$ cat src/rtl/hls_fp16_to_fp32_core_chn_a_rsci_if.sv
// ---------------------------------------------------------------------------
// hls_fp16_to_fp32_core_chn_a_rsci_if
//
// Purpose: bundles the fp16 input channel of the fp16-to-fp32 core. This
// covers the upstream valid/ready (vz/lz) side and the core-side stall-control
// side (oswt/bawt/wen_comp) into one connection point.
//
// Signals:
//   chn_a_rsc_z          upstream payload (WIDTH bits)
//   chn_a_rsc_vz         upstream valid
//   chn_a_rsc_lz         ready (load) back to upstream
//   chn_a_rsci_oswt      core requests an operand this cycle
//   core_wen             core global enable
//   core_wten            core wait state, blocks consumption
//   chn_a_rsci_bawt      operand available to the core
//   chn_a_rsci_wen_comp  channel does not stall the core
//   chn_a_rsci_d_mxwt    head-of-buffer operand
//
// Modports:
//   slave  - the channel receiver (consumes z/vz, serves the core)
//   master - the environment (upstream producer plus core control)
// ---------------------------------------------------------------------------
interface hls_fp16_to_fp32_core_chn_a_rsci_if #(
    parameter int WIDTH = 16
);
    logic [WIDTH-1:0] chn_a_rsc_z;
    logic             chn_a_rsc_vz;
    logic             chn_a_rsc_lz;
    logic             chn_a_rsci_oswt;
    logic             core_wen;
    logic             core_wten;
    logic             chn_a_rsci_bawt;
    logic             chn_a_rsci_wen_comp;
    logic [WIDTH-1:0] chn_a_rsci_d_mxwt;

    modport slave (
        input  chn_a_rsc_z,
        input  chn_a_rsc_vz,
        output chn_a_rsc_lz,
        input  chn_a_rsci_oswt,
        input  core_wen,
        input  core_wten,
        output chn_a_rsci_bawt,
        output chn_a_rsci_wen_comp,
        output chn_a_rsci_d_mxwt
    );

    modport master (
        output chn_a_rsc_z,
        output chn_a_rsc_vz,
        input  chn_a_rsc_lz,
        output chn_a_rsci_oswt,
        output core_wen,
        output core_wten,
        input  chn_a_rsci_bawt,
        input  chn_a_rsci_wen_comp,
        input  chn_a_rsci_d_mxwt
    );
endinterface

$ cat src/rtl/hls_fp16_to_fp32_core_chn_a_rsci.sv
// ---------------------------------------------------------------------------
// hls_fp16_to_fp32_core_chn_a_rsci
//
// Purpose: input-channel receiver for the fp16-to-fp32 core. It accepts fp16
// operands from the upstream pipe, buffers them in a small circular store,
// and presents the head entry to the core datapath.
//
// Ports:
//   nvdla_core_clk  core clock, rising edge
//   nvdla_core_rst  asynchronous active-high reset
//   chn             hls_fp16_to_fp32_core_chn_a_rsci_if.slave (see interface)
//
// Configuration macro: HLS_FP16_TO_FP32_CHN_A_SKID_EN
//   defined   - 2-entry skid buffer; lz is a flop with no combinational path
//               from the core side.
//   undefined - 1-entry register; lz passes the pop through combinationally
//               so a full buffer can accept and retire on the same edge.
//
// Handshake semantics:
//   upstream: a word transfers on every rising edge where vz & lz is 1. lz
//             never depends on vz, and the producer holds z stable until the
//             transfer happens.
//   core:     the head entry retires on every rising edge where
//             oswt & core_wen & ~core_wten & bawt is 1. bawt and d_mxwt come
//             from registered state only. wen_comp = ~oswt | bawt tells the
//             core that a requested operand is ready.
// ---------------------------------------------------------------------------
module hls_fp16_to_fp32_core_chn_a_rsci #(
    parameter int WIDTH = 16
) (
    input  logic                                      nvdla_core_clk,
    input  logic                                      nvdla_core_rst,
    hls_fp16_to_fp32_core_chn_a_rsci_if.slave         chn
);

`ifdef HLS_FP16_TO_FP32_CHN_A_SKID_EN
    localparam int DEPTH = 2;
`else
    localparam int DEPTH = 1;
`endif
    localparam int PTR_W = (DEPTH > 1) ? $clog2(DEPTH) : 1;
    localparam int CNT_W = $clog2(DEPTH + 1);

    logic [WIDTH-1:0] mem [DEPTH];
    logic [PTR_W-1:0] rd_ptr;
    logic [PTR_W-1:0] wr_ptr;
    logic [CNT_W-1:0] count;
    logic [CNT_W-1:0] count_next;
    logic             push;
    logic             pop;
    logic             bawt;
    logic             lz;

    // Pointer advance with explicit wrap, so the store need not be a power
    // of two.
    function automatic logic [PTR_W-1:0] ptr_inc(input logic [PTR_W-1:0] p);
        if (p == PTR_W'(DEPTH - 1)) begin
            return '0;
        end
        return p + PTR_W'(1);
    endfunction

    assign bawt = (count != '0);
    assign pop  = chn.chn_a_rsci_oswt & chn.core_wen & ~chn.core_wten & bawt;
    assign push = chn.chn_a_rsc_vz & lz;

    always_comb begin
        count_next = count;
        case ({push, pop})
            2'b10:   count_next = count + CNT_W'(1);
            2'b01:   count_next = count - CNT_W'(1);
            default: count_next = count;
        endcase
    end

    always_ff @(posedge nvdla_core_clk or posedge nvdla_core_rst) begin
        if (nvdla_core_rst) begin
            count  <= '0;
            rd_ptr <= '0;
            wr_ptr <= '0;
            for (int i = 0; i < DEPTH; i++) begin
                mem[i] <= '0;
            end
        end else begin
            count <= count_next;
            if (push) begin
                mem[wr_ptr] <= chn.chn_a_rsc_z;
                wr_ptr      <= ptr_inc(wr_ptr);
            end
            if (pop) begin
                rd_ptr <= ptr_inc(rd_ptr);
            end
        end
    end

`ifdef HLS_FP16_TO_FP32_CHN_A_SKID_EN
    // Registered ready: it looks ahead at the post-edge occupancy, so a pop
    // frees a slot one cycle later. At full this means a same-cycle pop
    // cannot admit a new word. The async reset clears it, and it rises on
    // the first edge after release.
    logic lz_q;

    always_ff @(posedge nvdla_core_clk or posedge nvdla_core_rst) begin
        if (nvdla_core_rst) begin
            lz_q <= 1'b0;
        end else begin
            lz_q <= (count_next < CNT_W'(2));
        end
    end

    assign lz = lz_q;
`else
    // rst_q keeps ready low through the first edge after reset release.
    // Ready then follows the single slot: free when empty, or when the
    // occupant retires on this same edge.
    logic rst_q;

    always_ff @(posedge nvdla_core_clk or posedge nvdla_core_rst) begin
        if (nvdla_core_rst) begin
            rst_q <= 1'b1;
        end else begin
            rst_q <= 1'b0;
        end
    end

    assign lz = ~rst_q & ((count == '0) | pop);
`endif

    assign chn.chn_a_rsc_lz        = lz;
    assign chn.chn_a_rsci_bawt     = bawt;
    assign chn.chn_a_rsci_wen_comp = ~chn.chn_a_rsci_oswt | bawt;
    // Popped entries linger in the store, so gate the head with occupancy.
    assign chn.chn_a_rsci_d_mxwt   = bawt ? mem[rd_ptr] : '0;

endmodule

$ cat src/flat_wrapper.sv
// flat-port wrapper written by rule: the top's interface ports become plain ports
module hls_fp16_to_fp32_core_chn_a_rsci_flat 
#(
    parameter int WIDTH = 16
)
  (nvdla_core_clk, nvdla_core_rst, chn_chn_a_rsc_z, chn_chn_a_rsc_vz, chn_chn_a_rsc_lz, chn_chn_a_rsci_oswt, chn_core_wen, chn_core_wten, chn_chn_a_rsci_bawt, chn_chn_a_rsci_wen_comp, chn_chn_a_rsci_d_mxwt);
  hls_fp16_to_fp32_core_chn_a_rsci_if #(.WIDTH(WIDTH)) chn_i ();
  input  logic nvdla_core_clk;
  input  logic nvdla_core_rst;
  input wire logic [$bits(chn_i.chn_a_rsc_z)-1:0] chn_chn_a_rsc_z;
  input wire logic [$bits(chn_i.chn_a_rsc_vz)-1:0] chn_chn_a_rsc_vz;
  output wire logic [$bits(chn_i.chn_a_rsc_lz)-1:0] chn_chn_a_rsc_lz;
  input wire logic [$bits(chn_i.chn_a_rsci_oswt)-1:0] chn_chn_a_rsci_oswt;
  input wire logic [$bits(chn_i.core_wen)-1:0] chn_core_wen;
  input wire logic [$bits(chn_i.core_wten)-1:0] chn_core_wten;
  output wire logic [$bits(chn_i.chn_a_rsci_bawt)-1:0] chn_chn_a_rsci_bawt;
  output wire logic [$bits(chn_i.chn_a_rsci_wen_comp)-1:0] chn_chn_a_rsci_wen_comp;
  output wire logic [$bits(chn_i.chn_a_rsci_d_mxwt)-1:0] chn_chn_a_rsci_d_mxwt;
  assign chn_i.chn_a_rsc_z = chn_chn_a_rsc_z;
  assign chn_i.chn_a_rsc_vz = chn_chn_a_rsc_vz;
  assign chn_chn_a_rsc_lz = chn_i.chn_a_rsc_lz;
  assign chn_i.chn_a_rsci_oswt = chn_chn_a_rsci_oswt;
  assign chn_i.core_wen = chn_core_wen;
  assign chn_i.core_wten = chn_core_wten;
  assign chn_chn_a_rsci_bawt = chn_i.chn_a_rsci_bawt;
  assign chn_chn_a_rsci_wen_comp = chn_i.chn_a_rsci_wen_comp;
  assign chn_chn_a_rsci_d_mxwt = chn_i.chn_a_rsci_d_mxwt;
  hls_fp16_to_fp32_core_chn_a_rsci #(.WIDTH(WIDTH)) u_core (.nvdla_core_clk(nvdla_core_clk), .nvdla_core_rst(nvdla_core_rst), .chn(chn_i));
endmodule
$ cat config.mk
export PLATFORM = sky130hd
export DESIGN_NAME = hls_fp16_to_fp32_core_chn_a_rsci_flat
export DESIGN_NICKNAME = d
export VERILOG_FILES = /design/src/rtl/hls_fp16_to_fp32_core_chn_a_rsci_if.sv /design/src/rtl/hls_fp16_to_fp32_core_chn_a_rsci.sv /design/src/flat_wrapper.sv
export SDC_FILE = /design/constraint.sdc
export NUM_CORES = 1
export LEC_CHECK = 0
export CORE_MARGIN = 4
export CORE_UTILIZATION = 44
export DETAILED_ROUTE_END_ITERATION = 8
export DONT_BUFFER_PORTS = 1
export HOLD_SLACK_MARGIN = 0.15
export PLACE_DENSITY = 0.69
export RECOVER_POWER = 25
export SYNTH_ARGS = -nofsm -noshare
export SYNTH_HDL_FRONTEND = slang
export SYNTH_SLANG_ARGS = --single-unit
$ cat constraint.sdc
create_clock -name nvdla_core_clk -period 3.1 [get_ports nvdla_core_clk]
set_input_delay 0.31 -clock nvdla_core_clk [delete_from_list [all_inputs] [get_ports nvdla_core_clk]]
set_output_delay 0.31 -clock nvdla_core_clk [all_outputs]
set_load 0.05 [all_outputs]
Yosys cells after proc, flatten, opt, wreduce, memory -nomap -nowiden --
Cells that the tools add are included.
Cells by class: reduce and logical (&&, ||, !) cells 2, muxes and demuxes 13, magnitude comparators 3, $add $sub $neg 4, eq/ne operators 2, bitwise gates (word level) 11
Operators by type and width (count):
- 16-bit two-way mux | 3
- 16-bit bitwise mux | 1
- 1-bit two-way mux | 8
- 1-bit AND | 5
- 1-bit NOT | 4
- 1-bit adder, second input constant | 3
- 2-bit by 1-bit == test with 1-bit output, second input constant | 1
- 2-bit == test, second input constant | 1
- 1-bit less-than comparator, second input constant | 2
- 1-bit OR | 2
- 1-bit one-hot mux with 2 select lines | 1
- 2-bit nonzero test | 1
- 1-bit >= comparator, second input constant | 1
- 1-bit logical AND | 1
- 1-bit subtractor, second input constant | 1
Storage, ports and cells: flip-flop bits (word level) 20, input port bits 22

Longest topological paths before layout --
Gate-level depths: netlist of run 1.
depth in word-level cells 8, gate-level depth with buffers 4, mapped depth without buffers 3

Worst setup path before layout of run 1 --
No wires, ideal clock.
path kind flip-flop to output port, start reg u_core.count (netlist: u_core.chn.chn_a_rsci_bawt), end out chn_chn_a_rsc_lz, setup slack 1.180 ns, cell stages (with the launch flop) 4, required time 2.790 ns, arrival 1.610 ns, path through dfrtp_1 > buf_2 > and2_2 > nor2_1
On the way: longest elaborated chain between the ends 3
RTL lines:
- from (decl) | RTL line hls_fp16_to_fp32_core_chn_a_rsci.sv:47 | logic [CNT_W-1:0] count;
- from (signal assigned) | RTL line hls_fp16_to_fp32_core_chn_a_rsci.sv:85 | count <= count_next;
- 1-bit AND or 1-bit NOT (tied branches) | RTL line hls_fp16_to_fp32_core_chn_a_rsci.sv:64, hls_fp16_to_fp32_core_chn_a_rsci.sv:126
- 1-bit OR * | RTL line hls_fp16_to_fp32_core_chn_a_rsci.sv:126 | assign lz = ~rst_q & ((count == '0) | pop);
- 1-bit AND * | RTL line hls_fp16_to_fp32_core_chn_a_rsci.sv:126
- to (decl) | RTL line flat_wrapper.sv:12 | output wire logic [$bits(chn_i.chn_a_rsc_lz)-1:0] chn_chn_a_rsc_lz;
Mark *: on every way between the ends. The rest lies on a longest branch, timed or not.

Worst setup path in the final report of run 1 --
start reg u_core.count (netlist: u_core.chn.chn_a_rsci_bawt), end out chn_chn_a_rsci_d_mxwt[3]
On the way: longest elaborated chain between the ends 1
RTL lines:
- 16-bit two-way mux | RTL line hls_fp16_to_fp32_core_chn_a_rsci.sv:133 | assign chn.chn_a_rsci_d_mxwt = bawt ? mem[rd_ptr] : '0;
- to (decl) | RTL line flat_wrapper.sv:18 | output wire logic [$bits(chn_i.chn_a_rsci_d_mxwt)-1:0] chn_chn_a_rsci_d_mxwt;
Every way passes these cells.

==> summary.txt, run 1 <==
Status
  – Outcome: completed

Timing
  – RSZ-0062 raised after global routing: false
  – Fin. max-slew vios: 0
  – Total negative slack: 0 ps
  – Highest Clock Rate: approximately 470 MHz
  – Worst Clk Skew: ~9.6 ps
  – Minimum clock period: roughly 2100 ps
  – Fin. Hold Viols: 0
  – Max_slew headroom: a little over a third
  – Fin crit share: ~69%
  – Final setup vio count: 0
  – Slew @ Worst Pin: between 900 and 1000 ps

Logic synthesis
  – Post-synth ARST share: 100%
  – Yosys warns: 0
  – Area share of the largest cell type after synthesis: ~50%
  – Synth Instances: 62
  – Top-count cell post-synth: dfrtp_1
  – Synth area leaders: dfrtp_1, mux2_4, and2_1
  – Synthesized cell area: around 870 sq um
  – Top_reg_cell synth: dfrtp_1
  – Mean area per synthesized cell: ~14 sq um
  – Sequential area share after synthesis: between 50% and 60%
  – Yosys top cell by area: dfrtp_1
  – Mapped Nets: 84
  – Synth top cells by count: dfrtp_1, and2_1, mux2_4
  – FF+latch count, synth: 18
  – Synth unique cells: 16
  – Number of flops mapped to enable cells by yosys: 0

Floorplan
  – Chip width: between 50 and 60 microns
  – CORE AREA: between 1500 and 2000 sq um
  – Die area: ~2800 sq um
  – Die height: roughly 53 microns
  – Initial core utilization: about half
  – Rows: 15
  – Ports: between 40 and 50

Placed design
  – RD Place Congestion: 0.594
  – DP Area: slightly below 900 sq um
  – Port Buffers: 0
  – Dpl cells: 85

Finish
  – Fraction of layout cells with a size suffix above 1: between 30% and 40%
  – Fin cells: just over 100
  – Layout area overhead: 19.1%
  – Antenna cells: 0
  – NumNets Final: 99
  – Final instance area: roughly 1000 sq um

GRT
  – Largest net degree at the start of global routing: 21
  – Total gr overflow: 0
  – Initial antenna violation count: 0
  – All-Layer GR Usage: 11.3%
  – First-pass GRT wire length: between 2000 and 2500 microns
  – Vias in the first global route: roughly 480

Critical path
  – Crit Path Class: flop to output port
  – Critical Path End Type: output port
  – Critical path's slowest cell: dfrtp_1
  – Startpoint types: flop
  – CP top delay family: flip-flops
  – Arrival @ worst endpoint: 1840 ps
  – Crit path max fanout: 20
  – Worst path bufs/invs: 0
  – Crit path cell chain: and2_1
  – Max incr delay on CP: ~1000 ps
  – Worst EP required: approximately 2800 ps

Clock network
  – Clock latency on the worst-skew pair: 290 ps
  – Root Buffer: clkbuf_4
  – Worst-case clock buffer depth: 2
  – # clock sinks: 18
  – Post-cts sizing count: 0
  – Clock-pin slew on the worst setup and hold paths: ~90 ps
  – Hold-fix buffers at CTS: 1
  – H-tree levels: 1
  – Setup Buffers After CTS: 0
  – Total CTS buffers: 3
  – CTS tree: yes

Detailed routing
  – Wirelength, routed: ~1500 microns
  – Vias per cell: slightly below 5
  – DR WL/cell: approximately 15 microns
  – DRC: 0
  – DRT met1 WL: 606 microns
  – DRT iter0 DRCs: 4
  – Top Layer Used: met4
  – Antenna viol nets, final: 0
  – Via count: 488
  – First-pass iteration count of the detailed router: 4
  – Metal2 WL: 779 microns
  – Met3 wire len: roughly 140 microns

Power and ir drop
  – Total design power: between 0.8 and 0.9 mW
  – Leakage power: roughly 0.46 nW
  – Pwr per Cell Area: 815 nW/um^2
  – Worst IR Drop VDD: around 410 uV

Flow run
  – Max-cap violations: 0

Worst hold path
  – Hold Crit Class: primary input to flop
layer usage:
layer	up-vias	track usage, %
met5	-	0
met4	0	3.83
met3	2	4.56
met2	21	18.8
met1	238	13.1
li1	227	-
per-stage QoR:
| step | hold slack (ps) | util, % | worst slack [ps] |
|---|---|---|---|
| 2_1_floorplan | 248 | - | 1180 |
| 3_3_place_gp | 324 | 49.0 | 1150 |
| 3_5_place_dp | 328 | 49.0 | 1100 |
| 4_1_cts | 156 | 51.6 | 936 |
| 5_1_grt | 151 | 57.7 | 857 |
| 6_report | 175 | 57.7 | 952 |
path summary, 6_finish.rpt:
path                                                 end  depth (start not counted)                       start  slack [ps]
worst max register to register             u_core.mem[6]                          2  u_core.chn.chn_a_rsci_bawt        1120
worst min register to register            u_core.mem[11]                          1              u_core.mem[11]         510
min in group asynchronous                 u_core.mem[14]                          2              nvdla_core_rst         540
worst min-delay path                       u_core.mem[3]                          1          chn_chn_a_rsc_z[3]         180
max in group asynchronous                 u_core.mem[11]                          2              nvdla_core_rst        2130
worst max-delay path            chn_chn_a_rsci_d_mxwt[3]                          1  u_core.chn.chn_a_rsci_bawt         950
logic make-up after synthesis:
| family | synth area share, % |
|---|---|
| AOI/OAI and AO/OA | 1.86 |
| muxes | 24.9 |
| other | 0.429 |
| and+or+nand+nor | 17.3 |
| DFF | 51.7 |
| buffers and inverters | 3.72 |
layout by cell type, fill, tap and decap left out:
cell / count
buf_4: 1
conb_1: 1
or2b_1: 1
mux2_4: 10
nand2b_1: 2
mux2_2: 6
nand3b_4: 1
a21oi_4: 1
and2_1: 16
and2_2: 1
inv_1: 1
dfrtp_1: 17
dlygate4sd3_1: 12
dfstp_2: 1
clkbuf_4: 3
nor2_1: 1
clkbuf_8: 1
state kept, by name, summed over array words and instances, names as in the netlist:
register                    count
u_core.rst_q                    1
u_core.mem                     16
u_core.chn.chn_a_rsci_bawt      1
layout make-up:
cell class                 count  area, sq um
clock buffer                   4         36.3
fill                         158          762
inverter                       1         3.75
multi-input combinational     40          389
sequential                    18          452
tap                           25         31.3
timing repair buffer          13          128
power breakdown:
group	leakage, nW	switching, mW	internal [mW]
Sequential	0.209	0.0425	0.298
Clock	0.0210	0.0667	0.0714
Combinational	0.227	0.258	0.111
(Power assumes the default switching activity.)
==> inputs of run 2 (changes only) <==
==> constraint.sdc (replaced) <==
create_clock -name nvdla_core_clk -period 2.1 [get_ports nvdla_core_clk]
set_input_delay 0.21 -clock nvdla_core_clk [delete_from_list [all_inputs] [get_ports nvdla_core_clk]]
set_output_delay 0.21 -clock nvdla_core_clk [all_outputs]
set_load 0.05 [all_outputs]
==> run 2 against run 1 <==
Global-route usage up 3.2 points. Sequential share of layout area down 2.9 points. Clock-buffer cell count unchanged. Sequential cell count unchanged. Cell area up 7.2%. Clock power up 53%. Clock skew down 8.4 ps. Non-clock buffer count up 8. Critical path depth unchanged. Sequential power up 46%. Register-to-register slack worse by 630 ps. Final cell count up 7.9%.
==> summary.txt, run 2 (synthesized netlist as in run 1, its figures left out) <==
Placed design
  – Port Buffers: 0 (unchanged)
  – Placed wire-length estimate: roughly 1200 microns
  – Dpl cells: 87 (was 85)
  – DP Area: 898 sq um (was 883 sq um)
  – RD Place Congestion: 0.607 (was 0.594)
  – DP Worst Slack: 481 ps (was 1100 ps)

Timing
  – Total negative slack: 0 ps (unchanged)
  – RSZ-0062 raised after global routing: false (unchanged)
  – Max_slew headroom: 56.7% (was 35.1%)
  – Fin. max-slew vios: 0 (unchanged)
  – Worst Clk Skew: 1.13 ps (was 9.57 ps)
  – Highest Clock Rate: around 580 MHz
  – Minimum clock period: between 1500 and 2000 ps
  – Fin. Hold Viols: 0 (unchanged)
  – Final worst slack: 376 ps (was 952 ps)
  – Slew @ Worst Pin: 649 ps (was 973 ps)
  – Final setup vio count: 0 (unchanged)
  – Fin crit share: 82.1%
  – Final hold slack: 263 ps (was 175 ps)

Detailed routing
  – DRT iter0 DRCs: 3 (was 4)
  – First-pass iteration count of the detailed router: 4 (unchanged)
  – Via count: 509 (was 488)
  – Wirelength, routed: 1730 microns (was 1530 microns)
  – DRC: 0 (unchanged)
  – Antenna viol nets, final: 0 (unchanged)
  – Vias per cell: 4.67 (was 4.83)
  – DR WL/cell: 15.9 microns (was 15.1 microns)

GRT
  – Largest net degree at the start of global routing: 21 (unchanged)
  – Layer with the highest usage: met2 (unchanged)
  – Initial antenna violation count: 0 (unchanged)
  – Met1 usage: 17.2% (was 13.1%)
  – Vias in the first global route: 607 (was 478)
  – First-pass GRT wire length: 2830 microns (was 2290 microns)
  – GR Layer Usage met2: 24.6% (was 18.8%)
  – M3 GR Usage: 2.85% (was 4.56%)
  – All-Layer GR Usage: 14.6% (was 11.3%)
  – Total gr overflow: 0 (unchanged)

Finish
  – Layout area overhead: 27.7% (was 19.1%)
  – Commonest non-fill, non-tap cells in the layout: dlygate4sd3_1, dfrtp_1, and2_1, mux2_4, mux2_2 (was dfrtp_1, and2_1, dlygate4sd3_1, mux2_4, mux2_2)
  – NumNets Final: 107 (was 99)
  – Commonest non-fill, non-tap cell in the layout: dlygate4sd3_1 (was dfrtp_1)
  – Final instance area: 1110 sq um (was 1040 sq um)
  – Multi-input gate area in the final layout: 389 sq um (unchanged)
  – Antenna cells: 0 (unchanged)
  – Fraction of layout cells with a size suffix above 1: 32.1% (was 32.9%)
  – Biggest register: u_core.mem (unchanged)
  – Post-layout util: 61.9% (was 57.7%)
  – Max reg flops: 16 (unchanged)
  – FILL cells: 154 (was 158)
  – FF+latch area: 452 sq um (unchanged)
  – Fin cells: 109 (was 101)

Floorplan
  – CORE AREA: 1800 sq um (unchanged)
  – Initial core utilization: 48.5% (unchanged)
  – Rows: 15 (unchanged)
  – Ports: 41 (unchanged)
  – Die area: 2760 sq um (unchanged)
  – Die height: 52.6 microns (unchanged)
  – Chip width: 52.6 microns (unchanged)

Flow run
  – Max-cap violations: 0 (unchanged)

Clock network
  – Worst-case clock buffer depth: 2 (unchanged)
  – # clock sinks: 18 (unchanged)
  – Setup Buffers After CTS: 0 (unchanged)
  – Total CTS buffers: 3 (unchanged)
  – Clock latency on the worst-skew pair: 290 ps (about the same)
  – Root Buffer: clkbuf_4 (unchanged)
  – CTS tree: yes (unchanged)
  – H-tree levels: 1 (unchanged)
  – Clock-pin slew on the worst setup and hold paths: 100 ps (was 90 ps)

Critical path
  – Crit Path Class: flop to output port (unchanged)
  – Crit path max fanout: 20 (unchanged)
  – Startpoint types: flop (unchanged)
  – CP top delay family: flip-flops (unchanged)
  – Arrival @ worst endpoint: 1510 ps (was 1840 ps)
  – Worst EP required: 1890 ps (was 2790 ps)
  – Crit path cell chain: and2_1 (unchanged)
  – Critical path's slowest cell: dfrtp_1 (unchanged)
  – Critical Path End Type: output port (unchanged)
  – Worst path bufs/invs: 0 (unchanged)
  – Max incr delay on CP: 690 ps (was 990 ps)

Status
  – Outcome: completed (unchanged)

Power and ir drop
  – Pwr per Cell Area: 1140 nW/um^2 (was 815 nW/um^2)
  – Leakage power: 0.492 nW (was 0.457 nW)
  – Worst IR Drop VDD: 641 uV (was 410 uV)
  – Total design power: 1.27 mW (was 0.847 mW)

Worst hold path
  – Hold Crit Class: primary input to flop (unchanged)
run 2: changes by cell type in the layout (fill, tap and decap cells not counted):
| cell | previous run | this run |
|---|---|---|
| dlygate4sd3_1 | 12 | 18 |
| buf_4 | 1 | 3 |
run 2: tightest hold or removal path, delay by kind of cell:
family,cells,cell delay (ps)
AND/OR/NAND/NOR,3,310
run 2: cell type report:
type                            instances  area share, %
Inverter                                1          0.337
Multi-Input combinational cell         40           34.9
Tap cell                               25           2.81
Clock buffer                            4           3.25
Timing Repair Buffer                   21           18.2
Sequential cell                        18           40.5
run 2: path summary, 6_finish.rpt:
check                                                start  depth (start not counted)  slack [ps]                          to
max in group asynchronous                   nvdla_core_rst                          2        1240               u_core.mem[3]
worst min-delay path                   chn_chn_a_rsci_oswt                          3         260  u_core.chn.chn_a_rsci_bawt
worst min register to register               u_core.mem[5]                          1         520               u_core.mem[5]
worst max-delay path            u_core.chn.chn_a_rsci_bawt                          1         380   chn_chn_a_rsci_d_mxwt[11]
min in group asynchronous                   nvdla_core_rst                          2         440              u_core.mem[13]
worst max register to register  u_core.chn.chn_a_rsci_bawt                          3         490              u_core.mem[12]
run 2: report_power, final:
part           switching (mW)  leakage, nW  internal [mW]  total (mW)
clock network           0.105       0.0210          0.106       0.211
registers              0.0551        0.209          0.440       0.495
logic                   0.394        0.262          0.175       0.569
total                   0.555        0.492          0.720        1.27
run 2: routing by layer:
layer,share of wire [%],vias to the layer above
met1,39,238
met5,0,-
met4,0.75,0
li1,-,246
met3,7.2,2
met2,53,23
run 2: what timing repair did:
item,CTS,global route
gates resized for setup,0,0
endpoints found under the hold margin,34,0
hold buffers,18,0
